<file path="config.mk">
export PLATFORM = sky130hd
export DESIGN_NAME = alu_op_sequencer
export DESIGN_NICKNAME = d
export VERILOG_FILES = /design/src/rtl/alu_pkg.sv /design/src/rtl/alu_op_sequencer.sv
export SDC_FILE = /design/constraint.sdc
export NUM_CORES = 1
export LEC_CHECK = 0
export CAP_MARGIN = 0
export CORE_UTILIZATION = 43
export CTS_CLUSTER_SIZE = 28
export DETAILED_ROUTE_END_ITERATION = 12
export GPL_TIMING_DRIVEN = 0
export PLACE_DENSITY_LB_ADDON = 0.2
export REMOVE_ABC_BUFFERS = 1
export SETUP_SLACK_MARGIN = 0.5
export SLEW_MARGIN = 20
export SYNTH_ARGS = -nofsm -noshare
export SYNTH_HDL_FRONTEND = slang
export SYNTH_SLANG_ARGS = --single-unit
</file>
<file path="constraint.sdc">
create_clock -name clk -period 1.63 [get_ports clk]
set_input_delay 0.326 -clock clk [delete_from_list [all_inputs] [get_ports clk]]
set_output_delay 0.326 -clock clk [all_outputs]
set_load 0.01 [all_outputs]
</file>
<file path="src/rtl/alu_pkg.sv">
// Shared ALU definitions: select codes, sequencer state encoding, default word width.
// Latency: n/a (types and constants only).
// Backpressure: n/a.
package alu_pkg;

  localparam int ALU_WIDTH = 16;
  localparam int ALU_SEL_W = 3;

  localparam logic [2:0] ALU_ADD = 3'd0;
  localparam logic [2:0] ALU_SUB = 3'd1;
  localparam logic [2:0] ALU_NOT = 3'd5;

  typedef enum logic [2:0] {
    IDLE    = 3'd0,
    EXEC_LO = 3'd1,
    GAP     = 3'd2,
    EXEC_HI = 3'd3,
    RESP    = 3'd4
  } seq_state_e;

endpackage

</file>
<file path="src/rtl/alu_op_sequencer.sv">
// Drives a 16-bit ALU for one request, chaining low/high passes for 32-bit ops.
// Latency: accept edge to rsp_valid is SETTLE+1 (narrow) or 2*SETTLE+2 (wide) cycles.
// Backpressure: req_ready only in IDLE; response held stable until rsp_ready.
module alu_op_sequencer
  import alu_pkg::*;
#(
  parameter int WIDTH  = ALU_WIDTH,
  parameter int SEL_W  = ALU_SEL_W,
  parameter int SETTLE = 1
) (
  input  logic                 clk,
  input  logic                 rst_n,
  input  logic                 req_valid,
  output logic                 req_ready,
  input  logic [SEL_W-1:0]     req_op,
  input  logic                 req_wide,
  input  logic [2*WIDTH-1:0]   req_a,
  input  logic [2*WIDTH-1:0]   req_b,
  input  logic                 req_carry,
  output logic [WIDTH-1:0]     alu_in_1,
  output logic [WIDTH-1:0]     alu_in_2,
  output logic                 alu_carry_in,
  output logic                 alu_enable,
  output logic [SEL_W-1:0]     alu_select,
  input  logic [WIDTH-1:0]     alu_data,
  input  logic                 alu_carry_out,
  input  logic                 alu_zero_flag,
  output logic                 rsp_valid,
  input  logic                 rsp_ready,
  output logic [2*WIDTH-1:0]   rsp_result,
  output logic                 rsp_carry,
  output logic                 rsp_zero
);

  // Counter spans 0..SETTLE. The ALU pins are registered one cycle behind the
  // FSM, so the first EXEC_LO cycle launches the operands and the following
  // SETTLE cycles are the enabled settle window; GAP launches the high operands.
  localparam int              CNT_W    = (SETTLE < 1) ? 1 : $clog2(SETTLE + 1);
  localparam logic [CNT_W-1:0] CNT_LAST = CNT_W'(SETTLE);
  localparam logic [CNT_W-1:0] CNT_ONE  = CNT_W'(1);

  seq_state_e             state_q, state_d;
  logic [CNT_W-1:0]       cnt_q, cnt_d;
  logic                   req_ready_q, req_ready_d;
  logic [2*WIDTH-1:0]     a_q, a_d;
  logic [2*WIDTH-1:0]     b_q, b_d;
  logic [SEL_W-1:0]       op_q, op_d;
  logic                   wide_q, wide_d;
  logic                   carry_q, carry_d;
  logic [WIDTH-1:0]       alu_in_1_q, alu_in_1_d;
  logic [WIDTH-1:0]       alu_in_2_q, alu_in_2_d;
  logic                   alu_carry_in_q, alu_carry_in_d;
  logic                   alu_enable_q, alu_enable_d;
  logic [SEL_W-1:0]       alu_select_q, alu_select_d;
  logic                   rsp_valid_q, rsp_valid_d;
  logic [2*WIDTH-1:0]     rsp_result_q, rsp_result_d;
  logic                   rsp_carry_q, rsp_carry_d;
  logic                   rsp_zero_q, rsp_zero_d;
  logic                   zero_lo_q, zero_lo_d;
  logic                   chains_carry;

  // Only ADD/SUB propagate the low-pass carry into the high pass.
  assign chains_carry = (op_q == SEL_W'(ALU_ADD)) || (op_q == SEL_W'(ALU_SUB));

  // Next-state, ALU pin and result capture logic.
  always_comb begin
    state_d        = state_q;
    cnt_d          = cnt_q;
    req_ready_d    = req_ready_q;
    a_d            = a_q;
    b_d            = b_q;
    op_d           = op_q;
    wide_d         = wide_q;
    carry_d        = carry_q;
    alu_in_1_d     = alu_in_1_q;
    alu_in_2_d     = alu_in_2_q;
    alu_carry_in_d = alu_carry_in_q;
    alu_enable_d   = alu_enable_q;
    alu_select_d   = alu_select_q;
    rsp_valid_d    = rsp_valid_q;
    rsp_result_d   = rsp_result_q;
    rsp_carry_d    = rsp_carry_q;
    rsp_zero_d     = rsp_zero_q;
    zero_lo_d      = zero_lo_q;

    case (state_q)
      IDLE: begin
        alu_enable_d = 1'b0;
        req_ready_d  = 1'b1;
        if (req_valid && req_ready_q) begin
          a_d          = req_a;
          b_d          = req_b;
          op_d         = req_op;
          wide_d       = req_wide;
          carry_d      = req_carry;
          rsp_result_d = '0;
          cnt_d        = '0;
          req_ready_d  = 1'b0;
          state_d      = EXEC_LO;
        end
      end

      EXEC_LO: begin
        alu_in_1_d     = a_q[WIDTH-1:0];
        alu_in_2_d     = b_q[WIDTH-1:0];
        alu_select_d   = op_q;
        alu_carry_in_d = carry_q;
        if (cnt_q == CNT_LAST) begin
          alu_enable_d              = 1'b0;
          rsp_result_d[WIDTH-1:0]   = alu_data;
          rsp_carry_d               = alu_carry_out;
          rsp_zero_d                = alu_zero_flag;
          zero_lo_d                 = alu_zero_flag;
          cnt_d                     = '0;
          if (wide_q) begin
            state_d = GAP;
          end else begin
            rsp_valid_d = 1'b1;
            state_d     = RESP;
          end
        end else begin
          alu_enable_d = 1'b1;
          cnt_d        = cnt_q + CNT_ONE;
        end
      end

      GAP: begin
        // Bus turnaround: pins show enable=0 this cycle while the high words load.
        alu_enable_d   = 1'b1;
        alu_in_1_d     = a_q[2*WIDTH-1:WIDTH];
        alu_in_2_d     = b_q[2*WIDTH-1:WIDTH];
        alu_carry_in_d = chains_carry ? rsp_carry_q : 1'b0;
        cnt_d          = CNT_ONE;
        state_d        = EXEC_HI;
      end

      EXEC_HI: begin
        if (cnt_q == CNT_LAST) begin
          alu_enable_d                    = 1'b0;
          rsp_result_d[2*WIDTH-1:WIDTH]   = alu_data;
          rsp_carry_d                     = alu_carry_out;
          rsp_zero_d                      = zero_lo_q & alu_zero_flag;
          rsp_valid_d                     = 1'b1;
          cnt_d                           = '0;
          state_d                         = RESP;
        end else begin
          alu_enable_d = 1'b1;
          cnt_d        = cnt_q + CNT_ONE;
        end
      end

      RESP: begin
        if (rsp_ready) begin
          rsp_valid_d = 1'b0;
          req_ready_d = 1'b1;
          state_d     = IDLE;
        end
      end

      default: begin
        alu_enable_d = 1'b0;
        rsp_valid_d  = 1'b0;
        req_ready_d  = 1'b1;
        state_d      = IDLE;
      end
    endcase
  end

  // FSM and all registered outputs; reset aborts any pass and drops alu_enable at once.
  always_ff @(posedge clk or negedge rst_n) begin
    if (!rst_n) begin
      state_q        <= IDLE;
      cnt_q          <= '0;
      req_ready_q    <= 1'b1;
      a_q            <= '0;
      b_q            <= '0;
      op_q           <= '0;
      wide_q         <= 1'b0;
      carry_q        <= 1'b0;
      alu_in_1_q     <= '0;
      alu_in_2_q     <= '0;
      alu_carry_in_q <= 1'b0;
      alu_enable_q   <= 1'b0;
      alu_select_q   <= '0;
      rsp_valid_q    <= 1'b0;
      rsp_result_q   <= '0;
      rsp_carry_q    <= 1'b0;
      rsp_zero_q     <= 1'b0;
      zero_lo_q      <= 1'b0;
    end else begin
      state_q        <= state_d;
      cnt_q          <= cnt_d;
      req_ready_q    <= req_ready_d;
      a_q            <= a_d;
      b_q            <= b_d;
      op_q           <= op_d;
      wide_q         <= wide_d;
      carry_q        <= carry_d;
      alu_in_1_q     <= alu_in_1_d;
      alu_in_2_q     <= alu_in_2_d;
      alu_carry_in_q <= alu_carry_in_d;
      alu_enable_q   <= alu_enable_d;
      alu_select_q   <= alu_select_d;
      rsp_valid_q    <= rsp_valid_d;
      rsp_result_q   <= rsp_result_d;
      rsp_carry_q    <= rsp_carry_d;
      rsp_zero_q     <= rsp_zero_d;
      zero_lo_q      <= zero_lo_d;
    end
  end

  assign req_ready    = req_ready_q;
  assign alu_in_1     = alu_in_1_q;
  assign alu_in_2     = alu_in_2_q;
  assign alu_carry_in = alu_carry_in_q;
  assign alu_enable   = alu_enable_q;
  assign alu_select   = alu_select_q;
  assign rsp_valid    = rsp_valid_q;
  assign rsp_result   = rsp_result_q;
  assign rsp_carry    = rsp_carry_q;
  assign rsp_zero     = rsp_zero_q;

endmodule
</file>
# Word level (Yosys, flattened, before mapping)
# Index checks and enable logic that the tools add are counted.
# word_totals
regBits	147
out_inout_bits	73
wordCells	85
# classes
addsub	1
n_eq_ne	10
muxes	30
bitwise_logic	3
reduce_logical	22
# op_table
op	count
16-bit one-hot mux with 2 select lines	4
32-bit 2-to-1 mux	1
16-bit 2-to-1 mux	1
3-bit 2-to-1 mux	5
3-bit one-hot mux with 5 select lines	1
1-bit 2-to-1 mux	12
2-bit != test (second input constant)	5
2-bit AND reduction	5
1-bit one-hot mux with 3 select lines	3
3-bit AND reduction	3
2-bit nonzero test	4
3-bit by 1-bit equality test with 1-bit output (second input constant)	2
3-bit by 2-bit equality test with 1-bit output (second input constant)	2
3-bit zero test	2
5-bit AND reduction	1
1-bit one-hot mux with 2 select lines	2
1-bit one-hot mux with 4 select lines	1
4-bit AND reduction	1
2-bit OR reduction	2
3-bit equality test (second input constant)	1
3-bit nonzero test	1
3-bit OR reduction	1
1-bit inverter	2
1-bit adder (second input constant)	1
3 further kinds	3

# Longest topological paths before layout
# logic_depth
word_depth	4
ltp_mapped	6
depth_no_buf	3

# Worst setup path after synthesis
# OpenSTA, ideal clock, no wires.
# synth_timing
path_type	reg2reg
startpoint	reg req_ready_q (netlist: req_ready)
endpoint	reg rsp_result_q[21] (netlist: rsp_result[21])
t_arrival_ns	1.489
required_time_ns	1.551
setup_slack_ns	0.061
path_stages_with_launch	5
n_path_buf	1
period_less_slack_ns	1.569
cell_sequence	dfstp_2 -> nand4bb_1 -> a21oi_2 -> buf_6 -> mux2i_1
# synth_via
elab_chain_cells	3
# synth_lines
element	line	rtl
from (decl)	alu_op_sequencer.sv:44	logic req_ready_q, req_ready_d;
from (signal assigned)	alu_op_sequencer.sv:193	req_ready_q <= req_ready_d;
1-bit logical AND	alu_op_sequencer.sv:90	if (req_valid && req_ready_q) begin
2-bit != test (no source line)	n/a	
3-bit AND reduction (no source line)	n/a	
to (signal assigned)	alu_op_sequencer.sv:205	rsp_result_q <= rsp_result_d;
to (decl)	alu_op_sequencer.sv:56	logic [2*WIDTH-1:0] rsp_result_q, rsp_result_d;
# Every way passes these cells.
# A chain may end at the register's enable or synchronous reset.

# Final worst setup path
# layout_timing
startpoint	reg state_q[0]
endpoint	reg rsp_result_q[18] (netlist: rsp_result[18])
# layout_via
elab_chain_cells	3
word_cells_on_any_way	7
# layout_lines
element	line	rtl
from (decl)	alu_op_sequencer.sv:42	seq_state_e state_q, state_d;
from (signal assigned)	alu_op_sequencer.sv:191	state_q <= state_d;
3-bit by 2-bit equality test with 1-bit output or 3-bit zero test (tied branches)	alu_op_sequencer.sv:86	case (state_q)
2-bit != test (no source line) or 2-bit nonzero test (tied branches)	n/a	
3-bit AND reduction (no source line)	n/a	
# Parallel ways exist; a longest one is shown, timed or not.

==> impl_results.md <==
- Leak: 0.00451 µW
- Worst slew margin: 61.2%
- DR WL/cell: 21.1 µm
- Final setup violation count: 134
- Yosys top cell by area: dfrtp_1
- Fin crit share: 112%
- Core Rows: 42
- Slowest CP cell: dfrtp_2
- Power per standard cell area: 2160 mW/mm²
- Area after DPL: 0.00785 mm²
- ANT cells: 0
- Share of layout cells above drive strength 1: 50.2%
- CP Class: reg -> reg
- Seq/Total Area, Yosys: 61.4%
- Synth unique cells: 39
- Clock group share of total power: 18.5%
- WP data required: 1.96 ns
- RSZ-0062 raised after global routing: yes
- Vias in the first global route: 5072
- Pre-Repair DR Iteration Count: 5
- CP Depth: 7
- Largest net degree at the start of global routing: 87
- Fin crit period: 1.82 ns
- Initial antenna violation count: 0
- Max IR drop VDD: 0.000938 V
- GRT Residual Overflow: 0
- Max-slew violations: 0
- Hold slack: -0.181 ns
- Hpwl dp: 9030 µm
- Ys async rst share: 100%
- Post-Syn Instances: 456
- Drt total wl: 19200 µm
- Die span in y: 120 µm
- Sink Count: 147
- Int Pwr: 14300 µW
- Die Footprint: 0.0144 mm²
- Vias per inst: 5.27
- Clock Skews: 0.0112 ns
- CTS tree: done
- H-tree depth: 4
- GP Congestion: 0.807
- Final #Nets: 811
- Final worst slack: -0.188 ns
- Synth area leaders: dfrtp_1, mux2_2, mux2i_1, a21oi_1, a22o_1
- Setup crit end kind: flop
- MaxCap Viol Count: 0
- Max Root-Sink Buffers: 2
- Ys Warns: 0
- Top-count cell post-synth: dfrtp_1
- IO Count: 164
- Outcome: finished, violations left
- Least-Margin Pin Slew: 0.582 ns
- First-pass GRT wire length: 27600 µm
- CP arrival: 2.15 ns
- Setup TNS: -13.91 ns
- Initial Util: 44.7%
- Psw: 7490 µW
- Root Buffer: clkbuf_16
- PortBufs: 163
- Maximum clock rate: 0.550 GHz
- Top FF cell, synth: dfrtp_1
- Seq pwr share: 30.8%
- Failing checks: hold timing, setup timing
- GRT Util Overall: 25.8%
- Yosys top cell area share: 60.9%
- #FFs+latches synth: 147
- Total CTS buffers: 17
- Buffers and inverters on the worst path: 4
- Remaining antenna violation count: 0
- CP peak stage delay: 0.44 ns
- Crit Path Max Fanout: 8
- Core area: 0.0134 mm²
- Crit path max-delay family: buffers and inverters
- Post-synth top cells: dfrtp_1, mux2_2, mux2i_1, a21oi_1, nor2_1
- Worst skew pair latency: 0.42 ns
- Finished layout cell area: 0.0101 mm²
- Worst-path clk slew: 0.06 ns
- Type of origin of the critical path: flop
- Mapped Area: 0.00599 mm²
- Worst-case reg-to-reg path depth: 7
- Placed insts: 776
- Layout area overhead: 68.6%
- Sw Ratio: 34.3%
- 1st-iter DRT viols: 251
- DRC: 0
- Worst path cell trace: buf_6 -> buf_4 -> buf_6 -> nand4bb_4 -> a21oi_4 -> buf_12 -> mux2i_1
- Crit-path most repeated cell: buf_6
- Mean post-synth cell area: 13.1 µm²
- Worst Hold Class: in -> async
- EDFF count, synth: 0
- Combinational Power Share: 50.6%
- Routed vias: 4789
- Final Hold Vio Count: 61
- Die Wd: 120 µm
- Finished Layout Cells: 909
[worst paths after layout]
check                                        from                         end  slack, ns
min                                         rst_n         a_q[26]$_DFFE_PN0P_      -0.18
max in group asynchronous                   rst_n      state_q[2]$_DFFE_PN0P_       1.02
min reg2reg                   a_q[19]$_DFFE_PN0P_         a_q[19]$_DFFE_PN0P_       0.50
min in group clk                      alu_data[1]  rsp_result[17]$_DFFE_PN0P_       0.49
max                        state_q[0]$_DFFE_PN0P_  rsp_result[18]$_DFFE_PN0P_      -0.19
max reg2reg                state_q[0]$_DFFE_PN0P_  rsp_result[18]$_DFFE_PN0P_      -0.19
[sequential cells by signal, summed over array words and instances (netlist names)]
name / flops
a_q: 32
carry_q: 1
cnt_q: 1
alu_in_2: 16
req_ready: 1
alu_enable: 1
zero_lo_q: 1
wide_q: 1
rsp_carry: 1
rsp_valid: 1
state_q: 3
rsp_result: 32
alu_carry_in: 1
alu_select: 3
b_q: 32
op_q: 3
rsp_zero: 1
alu_in_1: 16
[placed cells by master, fill, tap and decap left out, types with 7 or more instances in the layout]
cell type,Yosys,routed
a21oi_1,36,17
a21oi_2,1,16
a22o_1,16,16
buf_12,0,14
buf_16,0,13
buf_2,11,48
buf_4,3,50
buf_6,3,43
buf_8,0,7
clkbuf_16,0,21
clkdlybuf4s50_1,0,88
dfrtp_1,146,143
inv_1,19,19
mux2_2,74,61
mux2_4,0,13
mux2i_1,48,36
nand2_1,21,19
nor2_1,33,14
nor2_4,0,17
[per-stage QoR]
stage               setup slack [ns]  power (µW)  util (%)
floorplan                      -3.28       10100         -
global placement               -5.72       12600      57.4
detailed placement            -0.562       13300      58.6
CTS                           -0.144       19500      69.6
global route                  -0.227       22900      75.4
finish                        -0.188       21800      75.4
[layer usage]
metal  routed length (µm)  global-route usage, %
met2                10300                   45.2
met4                  451                   10.5
met5                    0                      0
met1                 7410                   30.2
met3                 1070                   6.32
[power groups by stage]
| stage | combinational, µW | clock, µW | sequential, µW |
|---|---|---|---|
| 2_1_floorplan | 3430 | 0 | 6650 |
| 3_3_place_gp | 6170 | 0 | 6390 |
| 3_5_place_dp | 6790 | 0 | 6500 |
| 4_1_cts | 8980 | 4050 | 6450 |
| 5_1_grt | 11700 | 4240 | 6910 |
| 6_report | 11100 | 4040 | 6730 |
[kinds of logic after synthesis]
group	synth area share [%]
AOI/OAI and AO/OA	7.26
buffers and inverters	3.74
DFF	61.4
muxes	21.9
and+or+nand+nor	5.70
[area by class of cell]
cell class                 count  area [µm²]
tap                          176         220
multi-input combinational    267        2690
timing repair buffer         268        2830
inverter                      19        71.3
fill                         848        3290
clock inverter                13         158
clock buffer                  19         453
sequential                   147        3690
[repair_timing]
| action | in CTS | in global routing |
|---|---|---|
| endpoints found under the hold margin | 61 | 61 |
| cloned | 15 | 5 |
| resized for setup | 404 | 95 |
| setup buffers | 50 | 31 |
| setup endpoints to repair | 220 | 220 |
| pin swaps | 32 | 22 |
Power figures use the tool's default switching activity.
==> patch 1, RTL diff (same settings) <==
`ALU_WIDTH`: 16 -> 18.
--- a/src/rtl/alu_pkg.sv
+++ b/src/rtl/alu_pkg.sv
@@ -3,7 +3,7 @@
 // Backpressure: n/a.
 package alu_pkg;
 
-  localparam int ALU_WIDTH = 16;
+  localparam int ALU_WIDTH = 18;
   localparam int ALU_SEL_W = 3;
 
   localparam logic [2:0] ALU_ADD = 3'd0;
Interface: changed (6 resized); port bits go from 164 to 182. No check against the original RTL was run, so the function may have changed too.
==> patch 1 against the unedited design <==
  * The run still ends with hold timing, setup timing left
  * Utilization fell by 3.3 points
  * Setup slack improved by 0.020 ns
  * Sequential power rose by 10%
  * Area after synthesis rose by 11%
  * Hold slack improved by 0.069 ns
  * Wire length rose by 6.2%
  * Total power rose by 8.8%
  * Sequential share of layout area rose by 0.94 points
  * Sequential cell count rose by 16
  * Synthesized cell count rose by 11%
  * Clock power rose by 12%
  * Cell area rose by 8.1%
==> patch 1: results (changes against the unedited design) <==
final_layout:
  fillers: 992  # +17%
  antenna_cells: 0  # unchanged
  nets: 905  # +12%
  layout-drive-gt1-share_pct: 46.45  # -3.8 points
placed_design:
  dp_hpwl_um: 9928  # +9.9%
  port_buffers: 181  # +11%
  dp.cells: 856  # +10%
  dpl_cell_area_mm2: 0.008713  # +11%
  place_congestion: 0.8012  # -0.74%
critical_path:
  crit_path_max_incr_delay_ns: 0.52  # +0.08 ns
  crit_family: "buffers and inverters"
  worstPathMaxFanout: 10  # +2
  cp.arrival_ns: 2.10  # -0.05 ns
  critPathSlowestCell: "dfrtp_4"
yosys:
  synthTopCellsByCount: "dfrtp_1 (162), mux2_2 (82), mux2i_1 (54), a21oi_1 (44), nor2_1 (38)"
  synth-seq-area-share_pct: 61.30  # -0.089 points
  synth_area_leaders: "dfrtp_1 (61%), mux2_2 (14%), mux2i_1 (8.1%)"
  synth.distinct_cells: 34  # -13%
  syn_avg_cell_area_um2: 13.10  # -0.32%
  synth-warning-count: 0  # unchanged
  async_reset_ff_share_pct: 100.0  # unchanged
sta:
  setup_viol: 121  # -9.7%
  setup_slack_ns: -0.1678  # +0.01972 ns
  clock_skew_ns: 0.007624  # -0.003551 ns
  worst_pin_slew_ns: 0.5893  # +0.007415 ns
  whs_ns: -0.1111  # +0.06941 ns
  hold_viol_final: 76  # +25%
clock_network:
  clk_path_buf_depth: 2  # unchanged
  cts-root-buf: "clkbuf_16"
  clk_pin_slew_ns: 0.06  # about the same
outcome:
  violations: "hold timing, setup timing"
  outcome: "finished with violations"
routing:
  first_iter_violations: 178  # -29%
  vias: 5256  # +9.8%
  dr.pass1.iters: 5  # unchanged
  via_per_inst: 5.235  # -0.63%
  routed_wl_um: 20390  # +6.2%
global_route:
  grt_max_degree: 87  # unchanged
  grt_usage_pct: 24.31  # -1.5 points
  antenna_found_initial: 0  # unchanged
  grt_pass1_wl_um: 29390  # +6.3%
  grt_pass1_vias: 5508  # +8.6%
power_and_ir_drop:
  p_switching_mw: 7.894  # +5.4%
  p_leak_nw: 4.921  # +9.2%
  vdd_ir_drop_max_mv: 1.121  # +19%
[patch 1: cell families after synthesis]
logic type,share of synthesized area (%)
compound gates,6.974
buf+inv,3.853
flops,61.30
mux,21.99
simple gates,5.884
[patch 1: worst paths after layout]
kind,cells after the start,slack [ns],from,end
max,7,-0.17,state_q[2]$_DFFE_PN0P_,b_q[29]$_DFFE_PN0P_
min,1,-0.11,rst_n,b_q[10]$_DFFE_PN0P_
max reg2reg,7,-0.17,state_q[2]$_DFFE_PN0P_,b_q[29]$_DFFE_PN0P_
min reg2reg,1,0.49,rsp_valid$_DFFE_PN0P_,rsp_valid$_DFFE_PN0P_
max in group asynchronous,2,0.92,rst_n,a_q[4]$_DFFE_PN0P_
min in group clk,3,0.48,alu_data[3],rsp_result[21]$_DFFE_PN0P_
[patch 1: routing by layer]
metal | global-route usage, % | vias to the layer above | wire (µm)
met5 | 0 | - | 0
met4 | 9.355 | 0 | 442
met3 | 7.339 | 39 | 1362
met2 | 41.99 | 181 | 10370
met1 | 28.46 | 2653 | 8209
li1 | - | 2383 | -
[patch 1: cell type report]
type | count | area (µm²) | area share (%)
Clock buffer | 20 | 446.7 | 4.090
Clock inverter | 11 | 207.7 | 1.902
Inverter | 20 | 75.07 | 0.6874
Multi-Input combinational cell | 299 | 2758 | 25.25
Sequential cell | 163 | 4086 | 37.42
Tap cell | 188 | 235.2 | 2.154
Timing Repair Buffer | 303 | 3113 | 28.50
[patch 1: stage by stage]
| step | worst slack, ns | hold slack [ns] | utilization (%) | power, mW | setup TNS [ns] |
|---|---|---|---|---|---|
| finish | -0.1678 | -0.1111 | 72.11 | 23.75 | -12.20 |
| CTS | -0.1121 | -0.09871 | 67.10 | 21.77 | -7.543 |
| global route | -0.2043 | -0.06659 | 72.11 | 24.94 | -17.79 |
| floorplan | -3.783 | 0.03041 | - | 11.34 | -305.79 |
| global placement | -6.525 | 0.4726 | 56.27 | 14.20 | -1544.35 |
| detailed placement | -0.8067 | 0.3509 | 57.53 | 15.19 | -71.01 |
[patch 1: what timing repair did]
| item | CTS | global route |
|---|---|---|
| endpoints found under the setup margin | 244 | 244 |
| endpoints found under the hold margin | 76 | 76 |
| resized for setup | 430 | 82 |
| gates cloned | 11 | 7 |
| pin swaps | 43 | 35 |
| setup buffers | 66 | 33 |
[patch 1: power groups by stage]
stage	logic, mW	registers [mW]	clock network, mW
6_report	11.8	7.42	4.52
3_5_place_dp	7.86	7.33	0
2_1_floorplan	3.80	7.54	0
4_1_cts	10.0	7.20	4.55
5_1_grt	12.5	7.65	4.75
3_3_place_gp	7.02	7.19	0
==> patch 2, RTL diff (same flow settings) <==
Made on the original files. Re-encode `seq_state_e` (5 states) as one-hot, 5 bits wide.
--- a/src/rtl/alu_pkg.sv
+++ b/src/rtl/alu_pkg.sv
@@ -10,12 +10,12 @@
   localparam logic [2:0] ALU_SUB = 3'd1;
   localparam logic [2:0] ALU_NOT = 3'd5;
 
-  typedef enum logic [2:0] {
-    IDLE    = 3'd0,
-    EXEC_LO = 3'd1,
-    GAP     = 3'd2,
-    EXEC_HI = 3'd3,
-    RESP    = 3'd4
+  typedef enum logic [4:0] {
+    IDLE    = 5'b00001,
+    EXEC_LO = 5'b00010,
+    GAP     = 5'b00100,
+    EXEC_HI = 5'b01000,
+    RESP    = 5'b10000
   } seq_state_e;
 
 endpackage
Behaviour: same outputs for any inputs over 4 cycles, from zero or initial values and one cycle with rst_n low; so few cycles prove little.
==> patch 2 against the unedited design <==
  * The flow still finishes with violations (hold timing, setup timing)
  * Total power shrank 4.1%
  * Clock power shrank 7.4%
  * Wire length up 32%
  * Count of clock-buffer cells in the layout increased by 2
  * Setup slack worse by 0.25 ns
  * Maximum frequency fell by 12%
  * Sequential cell count grew 2
  * Cell area increased by 11%
  * Area after synthesis rose by 1.7%
  * Sequential share of layout area down 3.3 points
  * Largest power group unchanged
==> patch 2: results (changes against the unedited design) <==
clock_network:
  clk_path_buf_depth: 2  # unchanged
  cts-root-buf: "clkbuf_16"
  numCtsBuffers: 17  # unchanged
  insertion_delay_ns: 0.43
  clk_pin_slew_ns: 0.06  # about the same
  htreeDepth: 4  # unchanged
yosys:
  syn_avg_cell_area_um2: 11.13  # -15%
  synth.distinct_cells: 39  # unchanged
  async_reset_ff_share_pct: 100.0  # unchanged
  synth-seq-area-share_pct: 61.19  # -0.19 points
  synthTopCellsByCount: "dfrtp_1 (147), nand2_1 (117), mux2_2 (71), nor2_1 (40), nand3_1 (34)"
  synth-warning-count: 0  # unchanged
  synth_area_leaders: "dfrtp_1 (60%), mux2_2 (13%), nand2_1 (7.2%)"
outcome:
  outcome: "finished with violations"
  violations: "hold timing, setup timing"
sta:
  hold_viol_final: 66  # +8.2%
  setup_viol: 148  # +10%
  setup_tns_ns: -43.71  # -29.80 ns
  whs_ns: -0.1555  # +0.02510 ns
  max_slew_margin_pct: 64.14  # +2.9 points
  clock_skew_ns: 0.009887  # -0.001288 ns
  setup_slack_ns: -0.4412  # -0.2537 ns
global_route:
  gr-total-overflow: 0  # unchanged
  grt_pass1_wl_um: 34560  # +25%
  grt_usage_pct: 32.23  # +6.4 points
  grt_max_degree: 82  # -5.7%
  antenna_found_initial: 1  # +1
  grt_pass1_vias: 6276  # +24%
routing:
  dr.pass1.iters: 5  # unchanged
  first_iter_violations: 457  # +82%
  vias: 6017  # +26%
  routed_wl_um: 25240  # +32%
critical_path:
  crit_family: "simple AND/OR/NAND/NOR gates"
  worstPathMaxFanout: 9  # +1
  cp.arrival_ns: 2.40  # +0.25 ns
  critPathSlowestCell: "or4b_4"
  crit_path_max_incr_delay_ns: 0.57  # +0.13 ns
  start_kind: "flip-flop"
  reg2reg_from: "state_q[1]$_DFFE_PN0P_"
worst_hold_path:
  hold_class: "in2async"
placed_design:
  port_buffers: 163  # unchanged
  dp_hpwl_um: 9517  # +5.3%
  dp.cells: 864  # +11%
  place_congestion: 0.7983  # -1.1%
final_layout:
  nets: 959  # +18%
  fin_cells: 1061  # +17%
  layout-drive-gt1-share_pct: 51.82  # +1.6 points
power_and_ir_drop:
  vdd_ir_drop_max_mv: 0.9473  # +0.98%
  p_int_mw: 13.62  # -5.0%
  p_leak_nw: 5.208  # +16%
## patch 2: cell types whose count changed in the layout (fill, tap and decap cells not counted), sizes merged, moves of 4 or more
cell / unedited run / this run
nand2: 21 / 117
buf: 175 / 230
mux2i: 48 / 1
a21oi: 37 / 2
nand3: 4 / 37
a31oi: 1 / 33
o21ai: 2 / 24
a22o: 16 / 0
nor2: 34 / 41
and3: 1 / 6
inv: 20 / 16
or3b: 4 / 0
## patch 2: final cells by class
type / instances / area, µm²
sequential: 149 / 3737
timing repair buffer: 322 / 3395
multi-input combinational: 362 / 3282
fill: 733 / 2628
clock buffer: 21 / 470.5
tap: 180 / 225.2
clock inverter: 10 / 81.33
inverter: 16 / 60.06
antenna: 1 / 2.502
## patch 2: stage by stage
stage	cell area, µm²	utilization (%)	worst slack, ns
3_5_place_dp	7960	57.35	-1.131
5_1_grt	11250	81.05	-0.5110
3_3_place_gp	7784	56.08	-5.624
2_1_floorplan	5927	-	-3.252
4_1_cts	10310	74.30	-0.3258
6_report	11250	81.07	-0.4412
## patch 2: logic make-up after synthesis
| kind of cell | count (synthesis) | share of synthesized area, % |
|---|---|---|
| AO/OA/AOI/OAI | 66 | 6.813 |
| buffers and inverters | 50 | 3.776 |
| flip-flops | 149 | 61.19 |
| multiplexers | 72 | 13.28 |
| AND/OR/NAND/NOR | 209 | 14.65 |
| XOR/XNOR | 2 | 0.2873 |
## patch 2: power by group through the flow
stage	Combinational, mW	Clock (mW)	Sequential [mW]
after floorplan	2.79	0	6.36
after global placement	4.98	0	6.17
after detailed placement	5.45	0	6.26
after CTS	8.70	3.72	6.24
after global routing	11.1	3.93	6.64
final	10.7	3.74	6.50
## patch 2: per-layer routing
metal  routed length (µm)  vias to the layer above  GRT usage [%]
met5                    0                        -              0
met4                 1163                        0          18.90
met3                 1672                       93          7.096
met2                12760                      326          54.61
met1                 9642                     3061          37.51
li1                     -                     2537              -
## patch 2: final timing paths
kind | cells after the start | slack, ns | end
max in group asynchronous | 2 | 0.98 | a_q[3]$_DFFE_PN0P_
min reg2reg | 2 | 0.48 | rsp_result[6]$_DFFE_PN0P_
max | 6 | -0.44 | rsp_result[23]$_DFFE_PN0P_
max reg2reg | 6 | -0.44 | rsp_result[23]$_DFFE_PN0P_
min | 1 | -0.16 | rsp_result[4]$_DFFE_PN0P_
min in group clk | 2 | 0.48 | rsp_result[6]$_DFFE_PN0P_
## patch 2: repair_timing
action / in CTS / in global routing
gates cloned: 25 / 2
setup buffers: 104 / 34
setup endpoints to repair: 222 / 222
gates resized for setup: 484 / 137
endpoints found under the hold margin: 66 / 66
pin swaps: 54 / 36
